===== src/rtl/phy_rx_deframer.sv =====
// Receive deframer: rebuilds bytes from the PHY nibble stream (low nibble first)
// and reports each frame's length on a control strobe, or flags a bad frame.
`timescale 1ns/1ps
module phy_rx_deframer #(
  parameter int unsigned MIN_LEN = 64,
  parameter int unsigned MAX_LEN = 1518,
  parameter int unsigned CNT_W   = 12
) (
  input  logic         clk_phy,
  input  logic         reset,
  input  logic [3:0]   phy_data_in,
  input  logic         phy_rx_dv,
  output logic [7:0]   r_data_out,
  output logic         r_data_valid,
  output logic [23:0]  r_ctrl_out,
  output logic         r_ctrl_valid,
  output logic         r_frame_err
);

  typedef enum logic [1:0] {
    StDrain,
    StIdle,
    StHi,
    StLo
  } state_e;

  state_e             r_state;
  state_e             w_state_d;
  logic [CNT_W-1:0]   r_cnt;
  logic [CNT_W-1:0]   w_cnt_d;
  logic [3:0]         r_lo;
  logic [3:0]         w_lo_d;
  logic [7:0]         w_data_d;
  logic               w_data_valid_d;
  logic [23:0]        w_ctrl_d;
  logic               w_ctrl_valid_d;
  logic               w_frame_err_d;
  logic               w_cnt_sat;
  logic               w_len_ok;

  // A saturated counter no longer reflects the true length, so it is never a good frame.
  assign w_cnt_sat = (r_cnt == {CNT_W{1'b1}});
  assign w_len_ok  = (r_cnt >= CNT_W'(MIN_LEN)) && (r_cnt <= CNT_W'(MAX_LEN)) && !w_cnt_sat;

  // State, datapath and registered output strobes.
  always_ff @(posedge clk_phy or posedge reset) begin
    if (reset) begin
      r_state      <= StDrain;
      r_cnt        <= '0;
      r_lo         <= '0;
      r_data_out   <= '0;
      r_data_valid <= 1'b0;
      r_ctrl_out   <= '0;
      r_ctrl_valid <= 1'b0;
      r_frame_err  <= 1'b0;
    end else begin
      r_state      <= w_state_d;
      r_cnt        <= w_cnt_d;
      r_lo         <= w_lo_d;
      r_data_out   <= w_data_d;
      r_data_valid <= w_data_valid_d;
      r_ctrl_out   <= w_ctrl_d;
      r_ctrl_valid <= w_ctrl_valid_d;
      r_frame_err  <= w_frame_err_d;
    end
  end

  // Next-state logic and next-cycle output values.
  always_comb begin
    w_state_d      = r_state;
    w_cnt_d        = r_cnt;
    w_lo_d         = r_lo;
    w_data_d       = r_data_out;
    w_data_valid_d = 1'b0;
    w_ctrl_d       = r_ctrl_out;
    w_ctrl_valid_d = 1'b0;
    w_frame_err_d  = 1'b0;
    unique case (r_state)
      // A frame already in flight at reset is swallowed until the line goes idle.
      StDrain: begin
        if (!phy_rx_dv) begin
          w_state_d = StIdle;
        end
      end
      StIdle: begin
        if (phy_rx_dv) begin
          w_lo_d    = phy_data_in;
          w_cnt_d   = '0;
          w_state_d = StHi;
        end
      end
      StHi: begin
        if (phy_rx_dv) begin
          w_data_d       = {phy_data_in, r_lo};
          w_data_valid_d = 1'b1;
          w_cnt_d        = w_cnt_sat ? r_cnt : r_cnt + CNT_W'(1);
          w_state_d      = StLo;
        end else begin
          // Frame ended on a half byte: drop it and flag the frame.
          w_frame_err_d = 1'b1;
          w_state_d     = StIdle;
        end
      end
      StLo: begin
        if (phy_rx_dv) begin
          w_lo_d    = phy_data_in;
          w_state_d = StHi;
        end else begin
          w_state_d = StIdle;
          if (w_len_ok) begin
            w_ctrl_d       = {r_cnt, r_cnt};
            w_ctrl_valid_d = 1'b1;
          end else begin
            w_frame_err_d = 1'b1;
          end
        end
      end
    endcase
  end

endmodule


===== config.mk =====
export PLATFORM = sky130hd
export DESIGN_NAME = phy_rx_deframer
export DESIGN_NICKNAME = d
export VERILOG_FILES = /design/src/rtl/phy_rx_deframer.sv
export SDC_FILE = /design/constraint.sdc
export NUM_CORES = 1
export LEC_CHECK = 0
export CORE_UTILIZATION = 54
export CTS_CLUSTER_SIZE = 10
export DETAILED_ROUTE_END_ITERATION = 10
export PLACE_DENSITY = 0.85
export SYNTH_ARGS = -nofsm -noshare
export SYNTH_HDL_FRONTEND = slang
export SYNTH_SLANG_ARGS = --single-unit

===== constraint.sdc =====
create_clock -name clk_phy -period 6.5 [get_ports clk_phy]
set_clock_uncertainty 0.15 [all_clocks]
set_input_delay 0.65 -clock clk_phy [delete_from_list [all_inputs] [get_ports clk_phy]]
set_output_delay 0.65 -clock clk_phy [all_outputs]
set_load 0.005 [all_outputs]

==> results_dict.tcl, run 1 <==
set metrics [dict create \
    ioPinCount 42 \
    cp-end-kind "register" \
    clk_path_buf_depth 2 \
    track_usage 0.2117 \
    hpwlAfterDp_mm 2.555 \
    ctsResizeCount 0 \
    period_share 0.4471 \
    htree_num_levels 2 \
    drtPass1Iterations 4 \
    synth_nets 178 \
    fin_ws_ps 3594 \
    p_leak_nw 1.027 \
    nets 212 \
    final_util 0.6916 \
    drv_slew 0 \
    yosysUniqueCellTypes 38 \
    arrival_ps 2970 \
    drive_gt1_frac 0.1324 \
    cts.sinks 41 \
    ys_ff_latch 41 \
    ys_async_sr_fraction 1.000 \
    synth_top_area_share 0.5377 \
    hold_path.class "register to register" \
    path_clk_slew_ps 110 \
    ys_seq_area_frac 0.5377 \
    wirelength_mm 3.684 \
    syn_area_sq_um 1908 \
    cts_tree "yes" \
    cp-start-kind "input pin" \
    synth_area_per_cell_sq_um 11.29 \
    grt_start_max_net_pins 42 \
    start_util 0.5673 \
    hold_viol 0 \
    crit_fanout 13 \
    rsz0062_at_grt "false" \
    drt_iter0_drc 46 \
    setup_viol 0 \
    total_power_w 0.0004687 \
    via_per_inst 5.644 \
    coreArea_sq_um 3363 \
    worst_pin_slew_ps 1068 \
    synth_warnings 0 \
    io_buffer_count 41 \
    grt_pass1_vias 1283 \
    syn_inst 169 \
    dieArea_sq_um 3775 \
    ctsHoldBuffers 0 \
    yosysTopAreaCell "dfrtp_1" \
    die_w_microns 61.45 \
    cts_inserted_buffers 5 \
    placed_cells 242 \
    placementRows 21 \
    yosysMostFrequentCell "dfrtp_1" \
    dp_slack_ps 3302 \
    post_drt_wl_per_cell_microns 14.74 \
    maxCapViolations 0 \
    status "finished, final reports clean" \
    gr-total-overflow 0 \
    layout.cells.non_filler 250 \
    antennaDiodeCount 0 \
    clock-root-buffer "clkbuf_4" \
    synth_common_cells "dfrtp_1, nand2_1, buf_4" \
    max_freq_mhz 344.1 \
    drc 0 \
    chipHeight_microns 61.45 \
    path_class "input pin to register" \
    ant_nets 0 \
    synthFlopType "dfrtp_1" \
    grt_antenna_before_repair 0 \
    synth.area.top_cells "dfrtp_1, nand2_1, mux2_4, buf_4, mux2_2" \
    peakVddDrop_mv 0.1475 \
    dr_total_vias 1411 \
    slew-limit-headroom 0.2877 \
    fill_cells 254 \
    p_per_area_nw_per_um2 201.5 \
    worst_ep_required_time_ps 6560 \
    grt_pass1_wl_mm 5.837 \
    insertion_delay_ps 340 \
    min_period_ps 2906 \
    area_growth_pct 21.90 \
    cts_setup_buffers 0 \
    synth_edf_count 0 \
    gpl.final_weighted_congestion 0.8408 \
    finalSetupTns_ps 0 \
]
cells by family after synthesis:
group / share of synthesized area
buffers and inverters: 0.07083
AO/OA/AOI/OAI: 0.1003
multiplexers: 0.1200
adder cells (fa/ha/maj): 0.01311
AND/OR/NAND/NOR: 0.1580
flip-flops: 0.5377
where the power goes:
group	switching [W]	total [W]	internal (W)
Clock	0.0000776	0.000119	0.0000412
Sequential	0.0000139	0.000288	0.000274
Combinational	0.0000269	0.0000623	0.0000354
routing by layer:
| layer | share of wire | vias up | global-route usage |
|---|---|---|---|
| met3 | 0.051 | 7 | 0.04412 |
| met1 | 0.42 | 686 | 0.2616 |
| li1 | - | 653 | - |
| met5 | 0 | - | 0 |
| met4 | 0.013 | 0 | 0.06667 |
| met2 | 0.51 | 65 | 0.3727 |
cell type report:
| class | count | area [sq um] | share of cell area |
|---|---|---|---|
| Sequential cell | 41 | 1026 | 0.4411 |
| Timing Repair Buffer | 42 | 417.9 | 0.1797 |
| Inverter | 7 | 26.28 | 0.01130 |
| Clock inverter | 2 | 10.01 | 0.004303 |
| Tap cell | 46 | 57.56 | 0.02474 |
| Clock buffer | 6 | 41.29 | 0.01775 |
| Multi-Input combinational cell | 106 | 747.0 | 0.3211 |
state kept, by name, indices dropped and copies added, names as in the netlist:
register      cells
r_data_out        8
r_frame_err       1
r_ctrl_valid      1
r_ctrl_out       12
r_state           2
r_lo              4
r_cnt            12
r_data_valid      1
cell usage in the layout, fill, tap and decap left out, types with 3 or more instances in the layout:
| master | instances |
|---|---|
| a21oi_1 | 3 |
| mux2i_1 | 3 |
| nor2_1 | 5 |
| inv_1 | 7 |
| o21ai_0 | 6 |
| clkdlybuf4s50_1 | 41 |
| or3_1 | 3 |
| mux2_4 | 8 |
| mux2_2 | 7 |
| clkbuf_4 | 5 |
| dfrtp_1 | 41 |
| nand3_1 | 8 |
| nand2_1 | 33 |
metrics by stage:
step           hold slack [ps]  instance area, sq um
3_5_place_dp             307.2                  2275
5_1_grt                  366.1                  2326
3_3_place_gp             295.8                  2275
4_1_cts                  332.3                  2326
6_report                 327.8                  2326
2_1_floorplan            283.1                  1908
worst max-delay path, cell delays in order:
cell             delay, ps
clkdlybuf4s50_1        580
nand3b_1               390
inv_1                  490
nand3_1                290
o311ai_0               410
o41ai_1                160
final timing paths:
kind | from | end | slack [ps] | cells after the start
worst max-delay path | phy_rx_dv | r_cnt[8] | 3590 | 6
worst min-delay path | r_lo[3] | r_data_out[3] | 330 | 2
worst max register to register | r_cnt[2] | r_ctrl_out[22] | 3880 | 4
worst min register to register | r_lo[3] | r_data_out[3] | 330 | 2
max in group asynchronous | reset | r_ctrl_out[17] | 5280 | 3
min in group asynchronous | reset | r_ctrl_out[21] | 560 | 3
Note: power is estimated with default switching activity, not from simulation.
==> run 2: changes to the inputs <==
CORE_UTILIZATION = 50   (was 54)
PLACE_DENSITY = 0.79   (was 0.85)
clock period = 2.9 ns   (was 6.5 ns; I/O delays follow)
==> results_dict.tcl, run 2 (synthesis gave the netlist of run 1 again) <==
set metrics [dict create \
    setup_viol 0 \
    grt_pass1_vias 1363 \
    hold_path.class "input pin to async pin" \
    p_leak_nw 1.064 \
    ant_nets 0 \
    period_share 0.7515 \
    path_class "register to register" \
    htree_num_levels 2 \
    status "finished, final reports clean" \
    peakVddDrop_mv 0.3840 \
    drc 0 \
    coreArea_sq_um 3661 \
    grt_antenna_before_repair 0 \
    worst_pin_slew_ps 643.2 \
    via_per_inst 5.439 \
    worst_ep_required_time_ps 2920 \
    path_clk_slew_ps 70 \
    final_cell_mix "clkdlybuf4s50_1, dfrtp_1, nand2_1" \
    wirelength_mm 3.822 \
    ioPinCount 42 \
    antennaDiodeCount 0 \
    gr-total-overflow 0 \
    grt_start_max_net_pins 42 \
    slowest_stage "dfrtp_1" \
    p_per_area_nw_per_um2 492.2 \
    chipHeight_microns 63.78 \
    placementRows 22 \
    finalSetupTns_ps 0 \
    post_drt_wl_per_cell_microns 14.99 \
    cp_cell_sequence "and4_4, o2111a_2, a2111oi_4, buf_4, mux2_2" \
    nets 215 \
    reg2reg_from "r_cnt[3]" \
    drt_iter0_drc 100 \
    maxCapViolations 0 \
    hold_viol 0 \
    drive_gt1_frac 0.1498 \
    rsz0062_at_grt "false" \
    max_freq_mhz 458.9 \
    grt_pass1_wl_mm 6.520 \
    die_w_microns 63.78 \
    clock-root-buffer "clkbuf_8" \
    io_buffer_count 41 \
    dieArea_sq_um 4067 \
    drv_slew 0 \
    crit_fanout 13 \
    ctsResizeCount 0 \
    slew-limit-headroom 0.5665 \
    dp_slack_ps 561.1 \
    r2r-end "r_ctrl_out[21]" \
    cts_inserted_buffers 5 \
    fin_ws_ps 720.7 \
    gpl.final_weighted_congestion 0.8492 \
    dr_total_vias 1387 \
    cp-end-kind "register" \
    cp-start-kind "register" \
    cts_tree "yes" \
    cts_setup_buffers 0 \
    reg_top3 "r_cnt (12), r_ctrl_out (12), r_data_out (8)" \
    arrival_ps 2200 \
    cp_slowest_stage_delay_ps 440 \
    hpwlAfterDp_mm 2.746 \
    cts.sinks 41 \
    reg2reg_slack_ps 720 \
    ff2ff_path_depth 5 \
    min_period_ps 2179 \
    drtPass1Iterations 4 \
    track_usage 0.2086 \
    start_util 0.5212 \
    ctsHoldBuffers 0 \
    area_growth_pct 25.84 \
    clk_path_buf_depth 2 \
    insertion_delay_ps 290 \
]
run 2: worst max path at each step:
stage,from,end,slack (ps),cells past startpoint
floorplan,r_cnt[2],r_ctrl_out[12],830,5
global placement,phy_rx_dv,r_ctrl_out[21],600,5
detailed placement,phy_rx_dv,r_ctrl_out[21],560,5
CTS,r_cnt[2],r_ctrl_out[21],720,5
global route,r_cnt[2],r_ctrl_out[21],610,5
finish,r_cnt[3],r_ctrl_out[21],720,5
run 2: through the flow:
step | util | hold WS (ps) | instance area [sq um] | total power (W) | cells
final | 0.6558 | 287.8 | 2401 | 0.001182 | 255
after global placement | 0.6282 | 293.2 | 2300 | 0.0007871 | 247
after CTS | 0.6558 | 321.3 | 2401 | 0.001197 | 255
after floorplan | - | 210.8 | 1908 | 0.0007056 | 169
after detailed placement | 0.6282 | 318.5 | 2300 | 0.0007964 | 247
after global routing | 0.6558 | 359.9 | 2401 | 0.001236 | 255
run 2: per-layer routing:
layer | global-route usage | vias up | part of all wire
li1 | - | 657 | -
met1 | 0.2693 | 662 | 0.42
met2 | 0.3537 | 55 | 0.52
met3 | 0.03393 | 13 | 0.048
met4 | 0.07386 | 0 | 0.015
met5 | 0 | - | 0
run 2: area by class of cell:
class                           count  area (sq um)
Fill cell                         288          1260
Sequential cell                    41          1026
Multi-Input combinational cell    106         747.0
Timing Repair Buffer               45         440.4
Clock buffer                        7         96.34
Tap cell                           48         60.06
Inverter                            7         26.28
Clock inverter                      1         5.005
run 2: power by group:
part / internal, W / total (W) / leakage (nW) / switching [W]
clock: 0.000215 / 0.000398 / 0.0542 / 0.000183
sequential: 0.000614 / 0.000642 / 0.546 / 0.0000288
combinational: 0.0000810 / 0.000141 / 0.464 / 0.0000602
total: 0.000910 / 0.00118 / 1.06 / 0.000272
run 2: critical path, delay by kind of cell, from the launching register on:
family	cells	cell delay, ps
AOI/OAI and AO/OA	2	570
buffers and inverters	1	290
DFF	1	440
muxes	1	360
and+or+nand+nor	1	240
==> run 3: changes to the inputs <==
clock period = 2.23 ns   (was 2.9 ns; I/O delays follow)
==> results_dict.tcl, run 3 (synthesis gave the netlist of run 1 again) <==
set metrics [dict create \
    status "finished, final reports clean" \
    p_per_area_nw_per_um2 607.4 \
    grt_start_max_net_pins 42 \
    drt_iter0_drc 61 \
    worst_pin_slew_ps 594.2 \
    ctsResizeCount 0 \
    via_per_inst 5.534 \
    cp_num_buf_inv 1 \
    peakVddDrop_mv 0.3998 \
    period_share 0.9324 \
    cts_inserted_buffers 5 \
    placementRows 22 \
    slowest_stage "or4_1" \
    wirelength_mm 3.910 \
    drc 0 \
    antennaDiodeCount 0 \
    chipHeight_microns 63.78 \
    power.switching_w 0.0003606 \
    die_w_microns 63.78 \
    grt_pass1_vias 1446 \
    htree_num_levels 2 \
    path_class "register to register" \
    swShare 0.2426 \
    drv_slew 0 \
    hold_path.class "input pin to async pin" \
    dieArea_sq_um 4067 \
    post_drt_wl_per_cell_microns 14.92 \
    cts_tree "yes" \
    track_usage 0.2211 \
    max_freq_mhz 481.0 \
    min_period_ps 2079 \
    setup_viol 0 \
    path_delay_family "simple AND/OR/NAND/NOR gates" \
    start_util 0.5212 \
    drive_gt1_frac 0.1729 \
    io_buffer_count 41 \
    clk_path_buf_depth 2 \
    worst_ep_required_time_ps 2260 \
    clock-root-buffer "clkbuf_8" \
    cellInternalPower_w 0.001126 \
    coreArea_sq_um 3661 \
    cts_setup_buffers 0 \
    cp_cell_sequence "or4_1, nor2_1, a2111oi_4, buf_12, mux2_4" \
    cp-start-kind "register" \
    ant_nets 0 \
    final_cell_mix "clkdlybuf4s50_1, dfrtp_1, nand2_1" \
    finalSetupTns_ps 0 \
    area_growth_pct 28.26 \
    rsz0062_at_grt "false" \
    grt_pass1_wl_mm 6.727 \
    arrival_ps 2110 \
    ctsHoldBuffers 0 \
    hpwlAfterDp_mm 2.862 \
    pwr-share-seq 0.559 \
    hold_viol 0 \
    insertion_delay_ps 290 \
    slew-limit-headroom 0.5996 \
    crit_fanout 13 \
    fin_ws_ps 150.8 \
    cp-end-kind "register" \
    pwr-share-comb 0.132 \
    nets 222 \
    maxCapViolations 0 \
    cp_slowest_stage_delay_ps 540 \
    reg_top3 "r_cnt (12), r_ctrl_out (12), r_data_out (8)" \
    path_clk_slew_ps 70 \
    dp_slack_ps 117.1 \
    p_leak_nw 1.095 \
    ioPinCount 42 \
    p_clk_frac 0.309 \
    grt_antenna_before_repair 0 \
    gr-total-overflow 0 \
    cts.sinks 41 \
    gpl.final_weighted_congestion 0.8631 \
    dr_total_vias 1450 \
    drtPass1Iterations 4 \
]
## run 3: cell count changes in the layout (fill, tap and decap cells not counted)
cell and change:
clkbuf_8 -2, clkinv_2 +1, clkbuf_1 +1, buf_4 +6
buf_12 +1
## run 3: final timing paths
check | from | end | slack, ps | depth (start not counted)
max in group asynchronous | reset | r_ctrl_out[22] | 1340 | 3
max | r_cnt[7] | r_ctrl_out[16] | 150 | 5
min reg2reg | r_lo[1] | r_data_out[1] | 330 | 2
min in group clk_phy | r_lo[1] | r_data_out[1] | 330 | 2
max reg2reg | r_cnt[7] | r_ctrl_out[16] | 150 | 5
min | reset | r_data_out[4] | 240 | 3
## run 3: metrics by stage
step	std cells	cell area, sq um	hold WS (ps)	total power [W]	util
2_1_floorplan	169	1908	143.8	0.0009175	-
3_3_place_gp	254	2365	293.0	0.001031	0.6459
3_5_place_dp	254	2365	310.8	0.001043	0.6459
4_1_cts	262	2447	262.3	0.001505	0.6685
5_1_grt	262	2447	320.9	0.001560	0.6685
6_report	262	2447	241.6	0.001486	0.6685
## run 3: metal layers
metal,global-route usage,up-vias,wire (microns)
li1,-,672,-
met1,0.2577,726,1628
met2,0.3896,46,2050
met3,0.05536,6,172
met4,0.08239,0,59
met5,0,-,0
## run 3: final cells by class
| type | count | area, sq um |
|---|---|---|
| Timing Repair Buffer | 52 | 505.5 |
| Sequential cell | 41 | 1026 |
| Multi-Input combinational cell | 106 | 747.0 |
| Inverter | 7 | 26.28 |
| Tap cell | 48 | 60.06 |
| Clock inverter | 2 | 10.01 |
| Clock buffer | 6 | 72.57 |
| Fill cell | 289 | 1214 |
## run 3: power by group through the flow
stage	sequential [W]	clock [W]	combinational (W)
final	0.000830	0.000459	0.000197
after global routing	0.000837	0.000504	0.000219
after CTS	0.000830	0.000475	0.000200
after detailed placement	0.000844	0	0.000199
after global placement	0.000840	0	0.000191
after floorplan	0.000845	0	0.0000721
## run 3: tightest hold or removal path, cell delays in order
cell and delay (ps):
clkdlybuf4s50_1 420, inv_1 60, buf_4 430
